<file path="src/rtl/seg7_pkg.sv">
// Glyph codes, active-low segment patterns and the per-digit register type for seg7_scan_driver.
// The blink field of digit_t exists only when SEG7_BLINK_EN is defined.
package seg7_pkg;

    localparam logic [3:0] GLYPH_S       = 4'd0;
    localparam logic [3:0] GLYPH_T       = 4'd1;
    localparam logic [3:0] GLYPH_O_SMALL = 4'd2;
    localparam logic [3:0] GLYPH_P       = 4'd3;
    localparam logic [3:0] GLYPH_G       = 4'd4;
    localparam logic [3:0] GLYPH_O_BIG   = 4'd5;
    localparam logic [3:0] GLYPH_DASH    = 4'd6;
    localparam logic [3:0] GLYPH_BLANK   = 4'd7;

    // Bit order {g,f,e,d,c,b,a}; a 0 lights the segment.
    localparam logic [6:0] SEG_OFF     = 7'h7F;
    localparam logic [6:0] PAT_S       = 7'h12;
    localparam logic [6:0] PAT_T       = 7'h07;
    localparam logic [6:0] PAT_O_SMALL = 7'h23;
    localparam logic [6:0] PAT_P       = 7'h0C;
    localparam logic [6:0] PAT_G       = 7'h02;
    localparam logic [6:0] PAT_O_BIG   = 7'h40;
    localparam logic [6:0] PAT_DASH    = 7'h3F;

    typedef struct packed {
        logic [3:0] glyph;
        logic       dp;
`ifdef SEG7_BLINK_EN
        logic       blink;
`endif
    } digit_t;

    localparam digit_t DIGIT_RESET = '{glyph: GLYPH_BLANK, default: '0};

endpackage

</file>
<file path="src/rtl/seg7_scan_driver_if.sv">
// Write bus into the seg7_scan_driver digit register file.
// wr_blink is carried only when SEG7_BLINK_EN is defined.
interface seg7_scan_driver_if;

    logic       wr_en;
    logic [2:0] wr_idx;
    logic [3:0] wr_glyph;
    logic       wr_dp;
`ifdef SEG7_BLINK_EN
    logic       wr_blink;
`endif

    modport master (
        output wr_en, wr_idx, wr_glyph, wr_dp
`ifdef SEG7_BLINK_EN
        , wr_blink
`endif
    );

    modport slave (
        input wr_en, wr_idx, wr_glyph, wr_dp
`ifdef SEG7_BLINK_EN
        , wr_blink
`endif
    );

endinterface

</file>
<file path="src/rtl/seg7_glyph_rom.sv">
// Combinational glyph code to active-low 7-segment pattern decode.
// Codes 7..15 all decode to an unlit digit.
module seg7_glyph_rom
    import seg7_pkg::*;
(
    input  logic [3:0] code,
    output logic [6:0] pattern
);

    always_comb begin
        pattern = SEG_OFF;
        case (code)
            GLYPH_S:       pattern = PAT_S;
            GLYPH_T:       pattern = PAT_T;
            GLYPH_O_SMALL: pattern = PAT_O_SMALL;
            GLYPH_P:       pattern = PAT_P;
            GLYPH_G:       pattern = PAT_G;
            GLYPH_O_BIG:   pattern = PAT_O_BIG;
            GLYPH_DASH:    pattern = PAT_DASH;
            default:       pattern = SEG_OFF;
        endcase
    end

endmodule

</file>
<file path="src/rtl/seg7_scan_driver.sv">
// Time-multiplexed N-digit common-anode 7-segment driver with a per-digit register file.
// Optional per-digit blinking is enabled by defining SEG7_BLINK_EN.
module seg7_scan_driver
    import seg7_pkg::*;
#(
    parameter int NUM_DIGITS = 4,
    parameter int SCAN_DIV   = 100000,
    parameter int BLINK_DIV  = 25000000
) (
    input  logic                  clk,
    input  logic                  rst_n,
    seg7_scan_driver_if.slave     wr,
    input  logic                  blank,
    output logic [6:0]            seg,
    output logic                  dp,
    output logic [NUM_DIGITS-1:0] an
);

    localparam int DIV_W = $clog2(SCAN_DIV);
    localparam int DIG_W = $clog2(NUM_DIGITS);
    localparam logic [DIV_W-1:0] DIV_LAST = DIV_W'(SCAN_DIV - 1);
    localparam logic [DIG_W-1:0] DIG_LAST = DIG_W'(NUM_DIGITS - 1);

    if (NUM_DIGITS < 2 || NUM_DIGITS > 8) begin : g_bad_num_digits
        $error("seg7_scan_driver: NUM_DIGITS must be within 2..8");
    end
    if (SCAN_DIV < 2) begin : g_bad_scan_div
        $error("seg7_scan_driver: SCAN_DIV must be at least 2");
    end
    if (BLINK_DIV < 2) begin : g_bad_blink_div
        $error("seg7_scan_driver: BLINK_DIV must be at least 2");
    end

    logic [DIV_W-1:0]      div_cnt_reg;
    logic [DIG_W-1:0]      dig_idx_reg;
    logic [6:0]            seg_reg;
    logic                  dp_reg;
    logic [NUM_DIGITS-1:0] an_reg;

    always_ff @(posedge clk) begin
        if (!rst_n) begin
            div_cnt_reg <= '0;
            dig_idx_reg <= '0;
        end else if (div_cnt_reg == DIV_LAST) begin
            div_cnt_reg <= '0;
            dig_idx_reg <= (dig_idx_reg == DIG_LAST) ? '0 : dig_idx_reg + DIG_W'(1);
        end else begin
            div_cnt_reg <= div_cnt_reg + DIV_W'(1);
        end
    end

`ifdef SEG7_BLINK_EN
    localparam int BLINK_W = $clog2(BLINK_DIV);
    localparam logic [BLINK_W-1:0] BLINK_LAST = BLINK_W'(BLINK_DIV - 1);

    logic [BLINK_W-1:0] blink_cnt_reg;
    logic               blink_phase_reg;

    always_ff @(posedge clk) begin
        if (!rst_n) begin
            blink_cnt_reg   <= '0;
            blink_phase_reg <= 1'b0;
        end else if (blink_cnt_reg == BLINK_LAST) begin
            blink_cnt_reg   <= '0;
            blink_phase_reg <= ~blink_phase_reg;
        end else begin
            blink_cnt_reg <= blink_cnt_reg + BLINK_W'(1);
        end
    end
`endif

    digit_t wr_entry;
    digit_t entries [NUM_DIGITS];

    assign wr_entry.glyph = wr.wr_glyph;
    assign wr_entry.dp    = wr.wr_dp;
`ifdef SEG7_BLINK_EN
    assign wr_entry.blink = wr.wr_blink;
`endif

    // Indices >= NUM_DIGITS match no entry, so such writes fall away naturally.
    for (genvar gi = 0; gi < NUM_DIGITS; gi++) begin : g_digit
        digit_t entry_reg;

        always_ff @(posedge clk) begin
            if (!rst_n) begin
                entry_reg <= DIGIT_RESET;
            end else if (wr.wr_en && wr.wr_idx == 3'(gi)) begin
                entry_reg <= wr_entry;
            end
        end

        assign entries[gi] = entry_reg;
    end

    digit_t     cur_entry;
    logic [6:0] glyph_pattern;
    logic       hide;

    assign cur_entry = entries[dig_idx_reg];

`ifdef SEG7_BLINK_EN
    assign hide = blink_phase_reg && cur_entry.blink;
`else
    assign hide = 1'b0;
`endif

    seg7_glyph_rom u_glyph_rom (
        .code    (cur_entry.glyph),
        .pattern (glyph_pattern)
    );

    // Anodes stay off for the first cycle of every slot to hide ghosting on digit change.
    always_ff @(posedge clk) begin
        if (!rst_n) begin
            seg_reg <= SEG_OFF;
            dp_reg  <= 1'b1;
            an_reg  <= '1;
        end else begin
            if (blank || div_cnt_reg == '0) begin
                an_reg <= '1;
            end else begin
                an_reg <= ~(NUM_DIGITS'(1) << dig_idx_reg);
            end
            if (blank || hide) begin
                seg_reg <= SEG_OFF;
                dp_reg  <= 1'b1;
            end else begin
                seg_reg <= glyph_pattern;
                dp_reg  <= ~cur_entry.dp;
            end
        end
    end

    assign seg = seg_reg;
    assign dp  = dp_reg;
    assign an  = an_reg;

endmodule

</file>
<file path="src/flat_wrapper.sv">
// flat-port wrapper written by rule: the top's interface ports become plain ports
module seg7_scan_driver_flat import seg7_pkg::*;
#(
    parameter int NUM_DIGITS = 4,
    parameter int SCAN_DIV   = 100000,
    parameter int BLINK_DIV  = 25000000
)
  (clk, rst_n, blank, seg, dp, an, wr_wr_en, wr_wr_idx, wr_wr_glyph, wr_wr_dp);
  seg7_scan_driver_if wr_i ();
  input  logic clk;
  input  logic rst_n;
  input  logic blank;
  output logic [6:0] seg;
  output logic dp;
  output logic [NUM_DIGITS-1:0] an;
  input wire logic [$bits(wr_i.wr_en)-1:0] wr_wr_en;
  input wire logic [$bits(wr_i.wr_idx)-1:0] wr_wr_idx;
  input wire logic [$bits(wr_i.wr_glyph)-1:0] wr_wr_glyph;
  input wire logic [$bits(wr_i.wr_dp)-1:0] wr_wr_dp;
  assign wr_i.wr_en = wr_wr_en;
  assign wr_i.wr_idx = wr_wr_idx;
  assign wr_i.wr_glyph = wr_wr_glyph;
  assign wr_i.wr_dp = wr_wr_dp;
  seg7_scan_driver #(.NUM_DIGITS(NUM_DIGITS), .SCAN_DIV(SCAN_DIV), .BLINK_DIV(BLINK_DIV)) u_core (.clk(clk), .rst_n(rst_n), .wr(wr_i), .blank(blank), .seg(seg), .dp(dp), .an(an));
endmodule
</file>
<file path="config.mk">
export PLATFORM = sky130hd
export DESIGN_NAME = seg7_scan_driver_flat
export DESIGN_NICKNAME = d
export VERILOG_FILES = /design/src/rtl/seg7_pkg.sv /design/src/rtl/seg7_scan_driver_if.sv /design/src/rtl/seg7_glyph_rom.sv /design/src/rtl/seg7_scan_driver.sv /design/src/flat_wrapper.sv
export SDC_FILE = /design/constraint.sdc
export NUM_CORES = 1
export LEC_CHECK = 0
export ABC_AREA = 0
export BUFFER_PORTS_ARGS = -buffer_cell sky130_fd_sc_hd__buf_2
export CELL_PAD_IN_SITES_DETAIL_PLACEMENT = 0
export CELL_PAD_IN_SITES_GLOBAL_PLACEMENT = 1
export CORE_ASPECT_RATIO = 0.8
export CORE_MARGIN = 3
export CORE_UTILIZATION = 44
export DETAILED_ROUTE_END_ITERATION = 8
export PLACE_DENSITY_LB_ADDON = 0.3
export SYNTH_ARGS = -nofsm -noshare
export SYNTH_HDL_FRONTEND = slang
export SYNTH_SLANG_ARGS = --single-unit
export TNS_END_PERCENT = 1
</file>
<file path="constraint.sdc">
create_clock -name clk -period 1.79 [get_ports clk]
set_input_delay 0.0895 -clock clk [delete_from_list [all_inputs] [get_ports clk]]
set_output_delay 0.0895 -clock clk [all_outputs]
set_load 0.02 [all_outputs]
</file>
; ---- Word-level counts from Yosys, hierarchy flattened
; Cells that the tools add are included.
[totals]
ff_bits = 51
latch_bits = 0
mem_bits_rw = 0
mem_bits_ro = 0
input_bits = 12
output_inout_bits = 12
wordCells = 48
memories = 0
[op_classes]
add_sub_neg = 2
mul = 0
div_mod_pow = 0
n_lt_le_gt_ge = 1
n_eq_ne = 11
shift = 1
n_mux = 5
bitwise = 4
n_reduce_logical = 11
[ops]
columns = operator, n
row1 = 7-bit one-hot mux with 7 select lines, 1
row2 = "17-bit by 1-bit adder with 17-bit output, second input constant", 1
row3 = "17-bit == test, second input constant", 1
row4 = 17-bit logical NOT, 1
row5 = "4-bit by 3-bit == test with 1-bit output, second input constant", 3
row6 = 5-bit binary-select mux with 2-bit select, 1
row7 = 5-bit two-way mux, 2
row8 = "4-bit by 2-bit == test with 1-bit output, second input constant", 2
row9 = "3-bit by 2-bit == test with 1-bit output, second input constant", 2
row10 = 2-bit OR reduction, 3
row11 = "4-bit by 1-bit == test with 1-bit output, second input constant", 1
row12 = 1-bit logical AND, 4
row13 = 4-bit logical NOT, 1
row14 = 4-bit inverter, 1
row15 = "1-bit by 2-bit << shifter with 4-bit output, first input constant", 1
row16 = "3-bit by 1-bit == test with 1-bit output, second input constant", 1
row17 = "3-bit >= comparator, second input constant", 1
row18 = 3-bit logical NOT, 1
row19 = 2-bit inverter with 3-bit output, 1
row20 = "2-bit by 1-bit adder with 2-bit output, second input constant", 1
row21 = "2-bit == test, second input constant", 1
row22 = 2-bit two-way mux, 1
row23 = 1-bit inverter, 2
row24 = 1-bit logical OR, 1

; ---- Depth between registers and ports, before layout
[depth]
depth_word = 6
mapped_depth = 6
depth_no_buf = 5

; ---- By module
; From an unflattened synthesis, not the netlist that was laid out.
[unflattened]
hier_cells = 226
area_unflattened_um2 = 2242.2
[by_module_without_submodules]
columns = mod, instances, cells_each, area_per_inst_um2, seq_area_each_um2
row1 = seg7_scan_driver, 1, 213, 2152.1, 1021.0
row2 = seg7_glyph_rom, 1, 13, 90.1, 0.0

; ---- Least setup slack after synthesis
; OpenSTA, ideal clock, no wires.
[synth_timing]
kind = register to register
startpoint = reg u_core.dig_idx_reg[0]
endpoint = reg u_core.seg_reg[0] (netlist: u_core.seg[0])
setup_time_ps = 62
arrival_ps = 1545
required_time_ps = 1728
slack_ps = 184
stages_incl_launch_ff = 6
path_cell_list = dfxtp_1 buf_6 mux4_2 nand2b_4 or2_2 nand3_1
[synth_between]
elab_chain_cells = 6
word_cells_on_any_way = 12
cone_classes = eq/ne (6) / mux (4) / bitwise (1) / reduce/logical (1)
[synth_lines]
columns = item, line_no
row1 = start: declaration, seg7_scan_driver.sv:35  ; logic [DIG_W-1:0] dig_idx_reg;
row2 = start signal: assignment, seg7_scan_driver.sv:46  ; dig_idx_reg <= (dig_idx_reg == DIG_LAST) ? '0 : dig_idx_reg + DIG_W'(1);
row3 = 2-bit inverter with 3-bit output (implied by the code) (*), seg7_scan_driver.sv:100  ; assign cur_entry = entries[dig_idx_reg];
row4 = 5-bit binary-select mux with 2-bit select (*), seg7_scan_driver.sv:100
row5 = 5-bit two-way mux (implied by the code) (*) (2 in a row), seg7_scan_driver.sv:100
row6 = "4-bit by 3-bit == test with 1-bit output, or another cell as far along", seg7_glyph_rom.sv:12  ; case (code)
row7 = 7-bit one-hot mux with 7 select lines (*), seg7_glyph_rom.sv:12
row8 = end signal: assignment, seg7_scan_driver.sv:129  ; seg_reg <= glyph_pattern;
row9 = end: declaration, seg7_scan_driver.sv:36  ; logic [6:0] seg_reg;
; Every way passes the cells marked *; elsewhere a longest branch is shown, timed or not. The select of a mux whose other input is x is not followed.
; A chain may end at the register's enable or synchronous reset.

; ---- Worst setup path after layout
[layout_timing]
startpoint = reg u_core.div_cnt_reg[11]
endpoint = reg u_core.div_cnt_reg[11]
[layout_between]
elab_chain_cells = 2
word_cells_on_any_way = 3
cone_classes = add/sub (1) / eq/ne (1) / reduce/logical (1)
[layout_lines]
columns = item, line_no
row1 = start: declaration, seg7_scan_driver.sv:34  ; logic [DIV_W-1:0] div_cnt_reg;
row2 = start signal: assignment, seg7_scan_driver.sv:48  ; div_cnt_reg <= div_cnt_reg + DIV_W'(1);
row3 = "parallel branches: the longest is 2 deep, another holds 17-bit by 1-bit adder with 17-bit output", n/a
; Parallel ways; which one is timed is not known.

==> metrics <==
area grow syn2layout 14.0%; DR vias/cell 4.99; global-route wire length before repair approximately 6900 um; Pwr Density 780 nW/um2; I/O pin total 24; fillers between 400 and 500; Layout Nets roughly 270; Synth Register Bits 51; Critical Path Sink Type flip-flop; Setup Fix Bufs, Post-CTS 0; clock net sink count 51; kind of critical path reg2reg; first-iteration detailed-routing DRC count between 40 and 50; CP bufs+invs 0; initial antenna violation count 0; root buffer cell clkbuf_8; outcome finished, final reports clean; total CTS buffers 5; Yosys top cell by area dfxtp_1; commonest non-fill, non-tap cell in the layout dfxtp_1; core area 4680 um2; WP data required around 2 ns; critical path launch point type flip-flop; maximum root-to-sink buffer count 2; Initial Util 46.4%; final core occ ~53%; Final HPWL DP between 2000 and 3000 um; Cell Rows 22; die width 84.6 um; DRT Pass-1 Iters 4; layout cells sized above 1 about a fifth; FMAX 594 MHz; most frequent cells in the layout dfxtp_1 (50), nand2_1 (30), nor2_1 (29); leakage 0.000990 uW; vias in the first global route 1,374; Skew-Pair Late Insertion Delay 0.30 ns; Post-Syn Instances about 220; global route overflow 0; max-cap violations 0; slowest CP cell or4_4; Die Y-Extent a little under 70 um; Worst EP arrival around 1.9 ns; CP max stage delay roughly 0.57 ns; Mean Syn Cell Area slightly below 10 um2; ant diodes 0; Port Buf Inserts 23; Worst path top cell family by delay simple AND/OR/NAND/NOR gates; Final Power between 1500 and 2000 uW; Synth top area share between 40% and 50%; final cycle utilization of the critical path between 90% and 100%; Crit Path Max Fanout 15; Final ANT Viol Nets 0; Worst Clk Skew 0.00913 ns; maximum vdd drop between 400 and 500 uV; clock-pin slew on the worst setup and hold paths approximately 0.10 ns; register area share after synthesis a little under half; Mapped Nets roughly 240; gr usage total about 15%; Post-synth EDFFs 0; drt total wl a little over 4000 um; Slew headroom 73.1%; CTS tree yes; Fin. Hold Viols 0; Final Setup Violations 0; Synth Warn # 0; mapped cell area 2170 um2; H-tree levels 2; Final Max Slew Viols 0; DR WL/cell 13.0 um; Worst Tran Pin Value approximately 0.4 ns; Tmin final 1.68 ns; Primary FF master, synth dfxtp_1; worst path cell trace or4_4 -> nor4_4 -> a31o_4 -> nor2_1; largest net degree at the start of global routing 17; Largest register FFs 20; Vias roughly 1.5k; synth top area cells dfxtp_1 (47%), mux2i_1 (10%), xnor2_1 (5.6%), mux4_2 (5.2%), nand2_1 (5.2%); Cell variety after synth 32; die area ~5800 um2; DRC Markers 0; worst min path class in2reg; FFs w/ async S/R, synth 0%; gpl congestion around 0.8
[stage by stage]
stage	area (um2)	std cells	setup slack [ns]	hold slack, ns	setup TNS [ns]
after global placement	2380	302	0.103	0.362	0
after global routing	2480	310	-0.0154	0.0587	-0.101
after floorplan	2170	219	0.184	0.215	0
final	2480	310	0.107	0.0555	0
after detailed placement	2380	302	0.0610	0.365	0
after CTS	2470	310	0.0396	0.0489	0
[Yosys cell counts, drive strengths merged (2+ instances only)]
cell and count:
dfxtp 51, nand2 30, nor2 29, mux2i 22
xnor2 14, inv 8, nand3 8, clkbuf 7
nor4 7, ha 6, nand4 6, mux4 5
nor3 5, nand2b 3, buf 2, xor2 2
[kinds of logic (layout without fill, tap and decap cells)]
group	Yosys count	in the layout	share of synthesized area, %
AOI/OAI and AO/OA	5	5	1.96
xor gates and xnor gates	16	16	6.45
adders and majority gates	6	6	3.45
buffers and inverters	17	48	3.63
DFF	51	51	47.0
muxes	27	27	15.3
and+or+nand+nor	97	97	22.2
[where the power goes]
| group | total (uW) | internal (uW) | switching, uW |
|---|---|---|---|
| Sequential | 1160 | 1150 | 11.6 |
| Clock | 654 | 273 | 382 |
| Combinational | 113 | 49.1 | 63.6 |
[layer usage]
metal / wire, um / vias up / GRT usage [%]
met1: 2330 / 707 / 23.6
met4: 23 / 0 / 3.56
met3: 191 / 4 / 4.28
met2: 1500 / 28 / 20.0
met5: 0 / - / 0
li1: - / 807 / -
[worst register-to-register path: stages, from the launching register on]
cell and delay [ns]:
dfxtp_1 0.37, or4_4 0.57, nor4_4 0.24, a31o_4 0.32
nor2_1 0.08
[cell type report]
type / instances / area [um2] / share of cell area (%)
Multi-Input combinational cell: 151 / 1080 / 43.5
Sequential cell: 51 / 1020 / 41.3
Tap cell: 60 / 75.1 / 3.03
Timing Repair Buffer: 32 / 183 / 7.37
Clock buffer: 5 / 68.8 / 2.78
Clock inverter: 3 / 20.0 / 0.808
Inverter: 8 / 30.0 / 1.21
[final timing paths]
path,cells after the start,slack (ns),startpoint,end
worst max-delay path,4,0.11,u_core.div_cnt_reg[11],u_core.div_cnt_reg[11]
worst min-delay path,3,0.06,wr_wr_glyph[0],u_core.entries[1]
worst max register to register,4,0.11,u_core.div_cnt_reg[11],u_core.div_cnt_reg[11]
worst min register to register,2,0.48,u_core.entries[17],u_core.entries[17]
[timing repair]
action / in CTS / in global routing
endpoints found under the hold margin: 0 / 0
hold buffers: 0 / 0
endpoints found under the setup margin: 0 / 5
resized for setup: 0 / 2
(Power assumes the default switching activity.)
